--- src/rtl/cpu_trace_buffer.sv ---
`default_nettype none
// ============================================================================
// Module  : cpu_trace_buffer
// Brief   : Post-trigger CPU fetch trace capture with oldest-first drain.
// Revision: 1.0
// ============================================================================
module cpu_trace_buffer #(
  parameter int         DEPTH     = 16,
  parameter logic [2:0] FETCH_STT = 3'd0,
  parameter int         POST_TRIG = 8
) (
  input  logic                     clock,
  input  logic                     reset,
  input  logic [63:0]              Pc_Out,
  input  logic [31:0]              opcode,
  input  logic [2:0]               STT,
  input  logic                     arm,
  input  logic                     clear,
  input  logic                     trig_en,
  input  logic [63:0]              trig_pc,
  output logic                     rd_valid,
  input  logic                     rd_ready,
  output logic [63:0]              rd_data,
  output logic [$clog2(DEPTH):0]   count,
  output logic                     triggered,
  output logic [1:0]               state
);

  localparam int AW = $clog2(DEPTH);
  localparam int CW = AW + 1;
  localparam logic [CW-1:0] C_FULL = CW'(DEPTH);

  localparam logic [1:0] S_IDLE  = 2'b00;
  localparam logic [1:0] S_ARMED = 2'b01;
  localparam logic [1:0] S_POST  = 2'b10;
  localparam logic [1:0] S_DONE  = 2'b11;

  logic [1:0]    state_q, state_d;
  logic [AW-1:0] wr_ptr_q, wr_ptr_d;
  logic [AW-1:0] rd_ptr_q, rd_ptr_d;
  logic [CW-1:0] count_q, count_d;
  logic          triggered_q, triggered_d;
  logic [AW-1:0] post_cnt_q, post_cnt_d;
  logic [2:0]    stt_q, stt_d;
  logic [63:0]   mem_q [DEPTH];

  logic          cap;
  logic          trig_hit;
  logic          mem_we;
  logic [63:0]   mem_wdata;
  logic          enter_done;
  logic          rd_fire;

  // One capture per fetch: only the cycle where STT first enters the fetch state.
  assign cap      = (STT == FETCH_STT) && (stt_q != FETCH_STT);
  assign trig_hit = trig_en && (Pc_Out == trig_pc);
  assign rd_fire  = rd_valid && rd_ready;

  always_ff @(posedge clock or posedge reset) begin
    if (reset) begin
      state_q     <= S_IDLE;
      wr_ptr_q    <= '0;
      rd_ptr_q    <= '0;
      count_q     <= '0;
      triggered_q <= 1'b0;
      post_cnt_q  <= '0;
      stt_q       <= FETCH_STT;
    end else begin
      state_q     <= state_d;
      wr_ptr_q    <= wr_ptr_d;
      rd_ptr_q    <= rd_ptr_d;
      count_q     <= count_d;
      triggered_q <= triggered_d;
      post_cnt_q  <= post_cnt_d;
      stt_q       <= stt_d;
    end
  end

  always_ff @(posedge clock) begin
    if (mem_we) begin
      mem_q[wr_ptr_q] <= mem_wdata;
    end
  end

  always_comb begin
    state_d     = state_q;
    wr_ptr_d    = wr_ptr_q;
    rd_ptr_d    = rd_ptr_q;
    count_d     = count_q;
    triggered_d = triggered_q;
    post_cnt_d  = post_cnt_q;
    stt_d       = STT;
    mem_we      = 1'b0;
    mem_wdata   = {Pc_Out[31:0], opcode};
    enter_done  = 1'b0;

    if (clear) begin
      state_d     = S_IDLE;
      count_d     = '0;
      triggered_d = 1'b0;
    end else begin
      case (state_q)
        S_IDLE: begin
          if (arm) begin
            state_d     = S_ARMED;
            wr_ptr_d    = '0;
            count_d     = '0;
            triggered_d = 1'b0;
          end
        end
        S_ARMED: begin
          if (cap) begin
            mem_we = 1'b1;
            if (trig_hit) begin
              triggered_d = 1'b1;
              if (POST_TRIG == 0) begin
                enter_done = 1'b1;
              end else begin
                post_cnt_d = AW'(POST_TRIG);
                state_d    = S_POST;
              end
            end
          end
        end
        S_POST: begin
          if (cap) begin
            mem_we     = 1'b1;
            post_cnt_d = post_cnt_q - 1'b1;
            if (post_cnt_q == AW'(1)) begin
              enter_done = 1'b1;
            end
          end
        end
        default: begin
          if (rd_fire) begin
            rd_ptr_d = rd_ptr_q + 1'b1;
            count_d  = count_q - 1'b1;
            if (count_q == CW'(1)) begin
              state_d = S_IDLE;
            end
          end
        end
      endcase

      if (mem_we) begin
        wr_ptr_d = wr_ptr_q + 1'b1;
        if (count_q != C_FULL) begin
          count_d = count_q + 1'b1;
        end
      end

      // A full buffer has wrapped, so the oldest entry sits at the write pointer.
      if (enter_done) begin
        state_d  = S_DONE;
        rd_ptr_d = (count_d == C_FULL) ? wr_ptr_d : '0;
      end
    end
  end

  always_comb begin
    state     = state_q;
    count     = count_q;
    triggered = triggered_q;
    rd_valid  = (state_q == S_DONE) && (count_q != '0);
    rd_data   = mem_q[rd_ptr_q];
  end

endmodule
`default_nettype wire
--- config.mk ---
export PLATFORM = sky130hd
export DESIGN_NAME = cpu_trace_buffer
export DESIGN_NICKNAME = d
export VERILOG_FILES = /design/src/rtl/cpu_trace_buffer.sv
export SDC_FILE = /design/constraint.sdc
export NUM_CORES = 1
export LEC_CHECK = 0
export BUFFER_PORTS_ARGS = -buffer_cell sky130_fd_sc_hd__clkbuf_2
export CAP_MARGIN = 20
export CORE_MARGIN = 1
export CORE_UTILIZATION = 30
export DETAILED_ROUTE_END_ITERATION = 12
export PLACE_DENSITY = 0.56
export SLEW_MARGIN = 30
export SYNTH_ARGS = -nofsm -noshare
export SYNTH_HDL_FRONTEND = slang
export SYNTH_SLANG_ARGS = --single-unit
--- constraint.sdc ---
create_clock -name clock -period 7.9 [get_ports clock]
set_input_delay 1.975 -clock clock [delete_from_list [all_inputs] [get_ports clock]]
set_output_delay 1.975 -clock clock [all_outputs]
set_load 0.005 [all_outputs]
Word-level counts from Yosys, hierarchy flattened
Memory sizes are Yosys's and may differ from the RTL's.
Cells that the tools add are included.
W data, S select, Z words.
Storage, ports and cells
  register bits: 23
  bits in writable memories: 1024
  bits of input ports: 169
  memories: 1
Memory list
  mem_q: words 16, width 64, read ports 1, clocked after memory_dff 0, write ports 1, line 45  | logic [63:0] mem_q [DEPTH];
Operators by class
  $add $sub $neg: 5
  equal/unequal tests: 19
  muxes and demuxes: 41
  bitwise operators: 1
  reductions and logical operators: 19
Operators by type and width (count)
  $eq A64 B64 Y1: 1
  $mux W4: 10
  $mux W5: 6
  $reduce_bool A5 Y1: 3
  $mux W1: 14
  $mux W2: 7
  $ne A3 B3 Y1 const B: 4
  $ne A4 B4 Y1 const B: 3
  $pmux W5 S2: 1
  $add A4 B1 Y4 const B: 2
  $pmux W4 S2: 1
  $ne A2 B2 Y1 const B: 3
  $pmux W2 S3: 1
  $reduce_and A6 Y1: 1
  $reduce_bool A3 Y1: 2
  $add A5 B1 Y5 const B: 1
  $eq A5 B1 Y1 const B: 1
  $eq A5 B5 Y1 const B: 1
  $ne A5 B5 Y1 const B: 1
  $reduce_and A5 Y1: 1
  $sub A5 B1 Y5 const B: 1
  $eq A2 B2 Y1 const B: 2
  $eq A4 B1 Y1 const B: 1
  $logic_and A1 B1 Y1: 4
  12 further kinds: 13

Longest topological paths before layout
  depth in word-level cells: 11
  gate-level depth with buffers: 9
  depth with buffers taken out: 8

Worst setup path after synthesis
No wires, ideal clock.
  kind: input -> register
  from: in STT[1]
  to: mem mem_q[4][0], enable pin
  setup time: 0.565 ns
  arrival: 7.311 ns
  setup slack: 0.025 ns
  cell stages on the path: 5
  cell sequence: nor3_1 -> nand3_1 -> nor2_1 -> nand2_1 -> nor3_1
On the way
  word-level cells in the longest chain between the ends: 8
RTL lines
  start, declared: line 16  | input logic [2:0] STT,
  $logic_not A3 Y1: line 55  | assign cap = (STT == FETCH_STT) && (stt_q != FETCH_STT);
  $logic_and A1 B1 Y1: line 55
  $mux W1: line 112, 126
  $mux W1
  $mux W1 (2 in a row): line 97  | if (clear) begin
  $mux W1: line 80  | if (mem_we) begin
  $mux W1 (implied by the code): line 81  | mem_q[wr_ptr_q] <= mem_wdata;
  end, declared: line 45
No other way between the ends. The select of a mux whose other input is x is not followed.

Worst setup path after layout
  from: reg rd_ptr_q[1]
  to: out rd_data[48]
On the way
  word-level cells in the longest chain between the ends: 1
RTL lines
  start, declared: line 40  | logic [AW-1:0] rd_ptr_q, rd_ptr_d;
  start signal, assigned: line 71  | rd_ptr_q <= rd_ptr_d;
  $mem_v2 Z16 W64
  end, declared: line 23  | output logic [63:0] rd_data,
No other way between the ends.

==> summary.txt <==
Status: finished clean
Worst slew pin tran: 0.998 ns
Power Density: 235 nW/um2
Switch share: 21.2%
# DRC: 0
Critical-path cell list: and2_4 > buf_4 > a221oi_1 > o21ai_0 > nand2_1 > clkbuf_2
Ys Warns: 0
Post-synth EDFFs: 1024
Share of layout cells above drive strength 1: 25.0%
Hold_buf cts: 0
Sequential Power Share: 53.8%
Critical path origin: rd_ptr_q[1]
Maximum operating frequency: 167 MHz
Worst VDD drop: 164 uV
Worst hold start: triggered
RR Startpoint: state[1]
Yosys reg bits: 1047
P_int: 9.01 mW
DRT Wirelength: 107 mm
Async SR Flop Fraction: 2.20%
Die H: 375 um
Synthesis-to-layout area growth: 16.9%
Yosys top cell area share: 73.8%
Leakage: 15.3 nW
H-tree Lvls: 3
Top FF cell, synth: edfxtp_1
Setup Skew: 0.0357 ns
Final Cycle Share: 75.7%
PortBufs: 241
Post-CTS Setup Bufs: 0
CP bufs+invs: 2
Clk buf depth: 3
Total CTS buffers: 110
Max Cap Violations: 0
Slowest cell on the critical path: dfrtp_4
Final setup fails: 0
Via-per-instance ratio: 5.03
First-pass GRT wire length: 156 mm
Commonest non-fill, non-tap cell in the layout: edfxtp_1
Detailed Route Iter0 Violations: 1705
Hold Slack: 0.579 ns
CTS tree: yes
Crit Path Max Fanout: 48
Total Routing Usage GR: 15.1%
Relative slew slack: 33.5%
Via count: 22.2k
Crit path capture type: primary output
Hold/Removal Path Class: register to register
Ant. Diodes: 0
Post-CTS sizing: 0
Row cnt: 136
Synth top area cells: edfxtp_1 74%, mux4_2 6.9%, mux2i_1 4.7%
Core area: 138000 um2
Grt total ovfl: 0
DRT Pass-1 Iters: 4
I/O pin count: 242
Mapped Cells: 2253
Pins Over Slew Limit: 0
TritonCTS Sinks: 1047
Worst path required time: 5.93 ns
Distinct cells, synth: 60
Cell taking the most area after synthesis: edfxtp_1
Mapped Nets: 2439
Final setup TNS: 0 ns
Die width: 375 um
Crit path time final: 5.98 ns
Combinational power share: 3.5%
Critical path class: register to primary output
Post-Route Utilization: 35.4%
Setup crit start kind: register
Most frequent cells in the layout: 1024 x edfxtp_1, 241 x clkbuf_2, 195 x mux2i_1, 143 x o21ai_0, 128 x mux4_2
Worst path top cell family by delay: simple AND/OR/NAND/NOR gates
Detail Route Antenna Nets: 0
P_sw: 2.42 mW
Routed len/inst: 24.1 um
Initial antenna violation count: 11
Clock Latency Late Sink: 0.73 ns
Worst EP arrival: 4.00 ns
Worst-path clk slew: 0.06 ns
Vias in the first global route: 22.6k
Hpwl dp: 62.5 mm
Largest net degree at the start of global routing: 92
Syn avg cell area: 18.5 um2
Sequential fraction of the synthesis area: 75.2%
Synth Cell Area: 41700 um2
Hold Vio Cnt, Final: 0
Root Driver: clkbuf_16
RSZ-0062 raised after global routing: no
CP peak stage delay: 0.98 ns
Starting Density: 30.3%
Clock share of power: 42.8%
Final GP Congestion: 0.746
Die ar.: 140000 um2
# nets final: 2721
[sequential cells by signal, summed over array words and instances (netlist names)]
register	count
count	5
rd_ptr_q	4
mem_q	1024
triggered	1
state	2
stt_q	3
wr_ptr_q	4
post_cnt_q	4
[per-layer routing]
metal	wire [um]	part of all wire (%)	global-route usage [%]
met1	47600	45	20.7
met2	49900	47	23.9
met3	6330	5.9	3.28
met4	2840	2.7	4.83
met5	64	0.060	0
[worst register-to-register path: stages (launching register included)]
cell and delay [ns]:
dfrtp_1 0.51, inv_1 0.13, ha_1 0.39, nand3_1 0.31, nor2_1 0.31, nand3_1 0.34
nor2_4 0.69, buf_4 0.60
[power groups by stage]
stage	combinational (mW)	sequential, mW	clock [mW]
after floorplan	0.184	6.26	0
after global placement	0.397	6.26	0
after detailed placement	0.405	6.26	0
after CTS	0.406	6.14	5.01
after global routing	0.443	6.15	5.21
final	0.399	6.15	4.89
[per-stage QoR]
| stage | total power, mW | setup slack (ns) | instance area [um2] | instances |
|---|---|---|---|---|
| 5_1_grt | 11.8 | 1.71 | 48700 | 4419 |
| 4_1_cts | 11.6 | 1.83 | 48600 | 4416 |
| 3_5_place_dp | 6.67 | 2.43 | 45300 | 4214 |
| 6_report | 11.4 | 1.92 | 48700 | 4419 |
| 3_3_place_gp | 6.66 | 2.35 | 45200 | 4212 |
| 2_1_floorplan | 6.44 | 0.0248 | 41700 | 2253 |
[cells by family (layout without fill, tap and decap cells)]
kind of cell / after synthesis / in the layout / share of synthesized area, %
AO/OA/AOI/OAI: 390 / 390 / 6.00
XOR/XNOR: 43 / 43 / 0.904
adder cells (fa/ha/maj): 17 / 17 / 0.510
buffers and inverters: 150 / 522 / 1.38
flip-flops: 1047 / 1047 / 75.2
multiplexers: 387 / 387 / 13.3
AND/OR/NAND/NOR: 219 / 219 / 2.71
[final cells by class]
class | count | area (um2)
repair buffers | 289 | 1760
well taps | 1794 | 2240
multi-input cells | 1056 | 9880
clock buffers | 132 | 2840
inverters | 31 | 116
fillers | 12800 | 88900
flip-flops and latches | 1047 | 31300
clock inverters | 70 | 548
[synthesized netlist by cell type, drive strengths merged (9+ instances only)]
library cell,n
mux2i,195
nand2b,9
o21ai,143
mux2,64
nor3,20
nor4,18
a22oi,65
nand2,76
ha,17
edfxtp,1024
a21oi,73
mux4,128
dfrtp,23
xor2,29
nor2,26
buf,34
inv,31
nor2b,22
nand4,12
a221oi,66
xnor2,14
clkbuf,85
[worst paths after layout]
kind	endpoint	slack, ns	cells after the start
worst max-delay path	rd_data[48]	1.92	6
worst min register to register	triggered	0.58	2
worst min-delay path	triggered	0.58	2
max in group asynchronous	rd_ptr_q[2]	6.22	2
worst max register to register	mem_q[12][9]	4.20	7
min in group asynchronous	triggered	1.26	2
(Power assumes the default switching activity.)
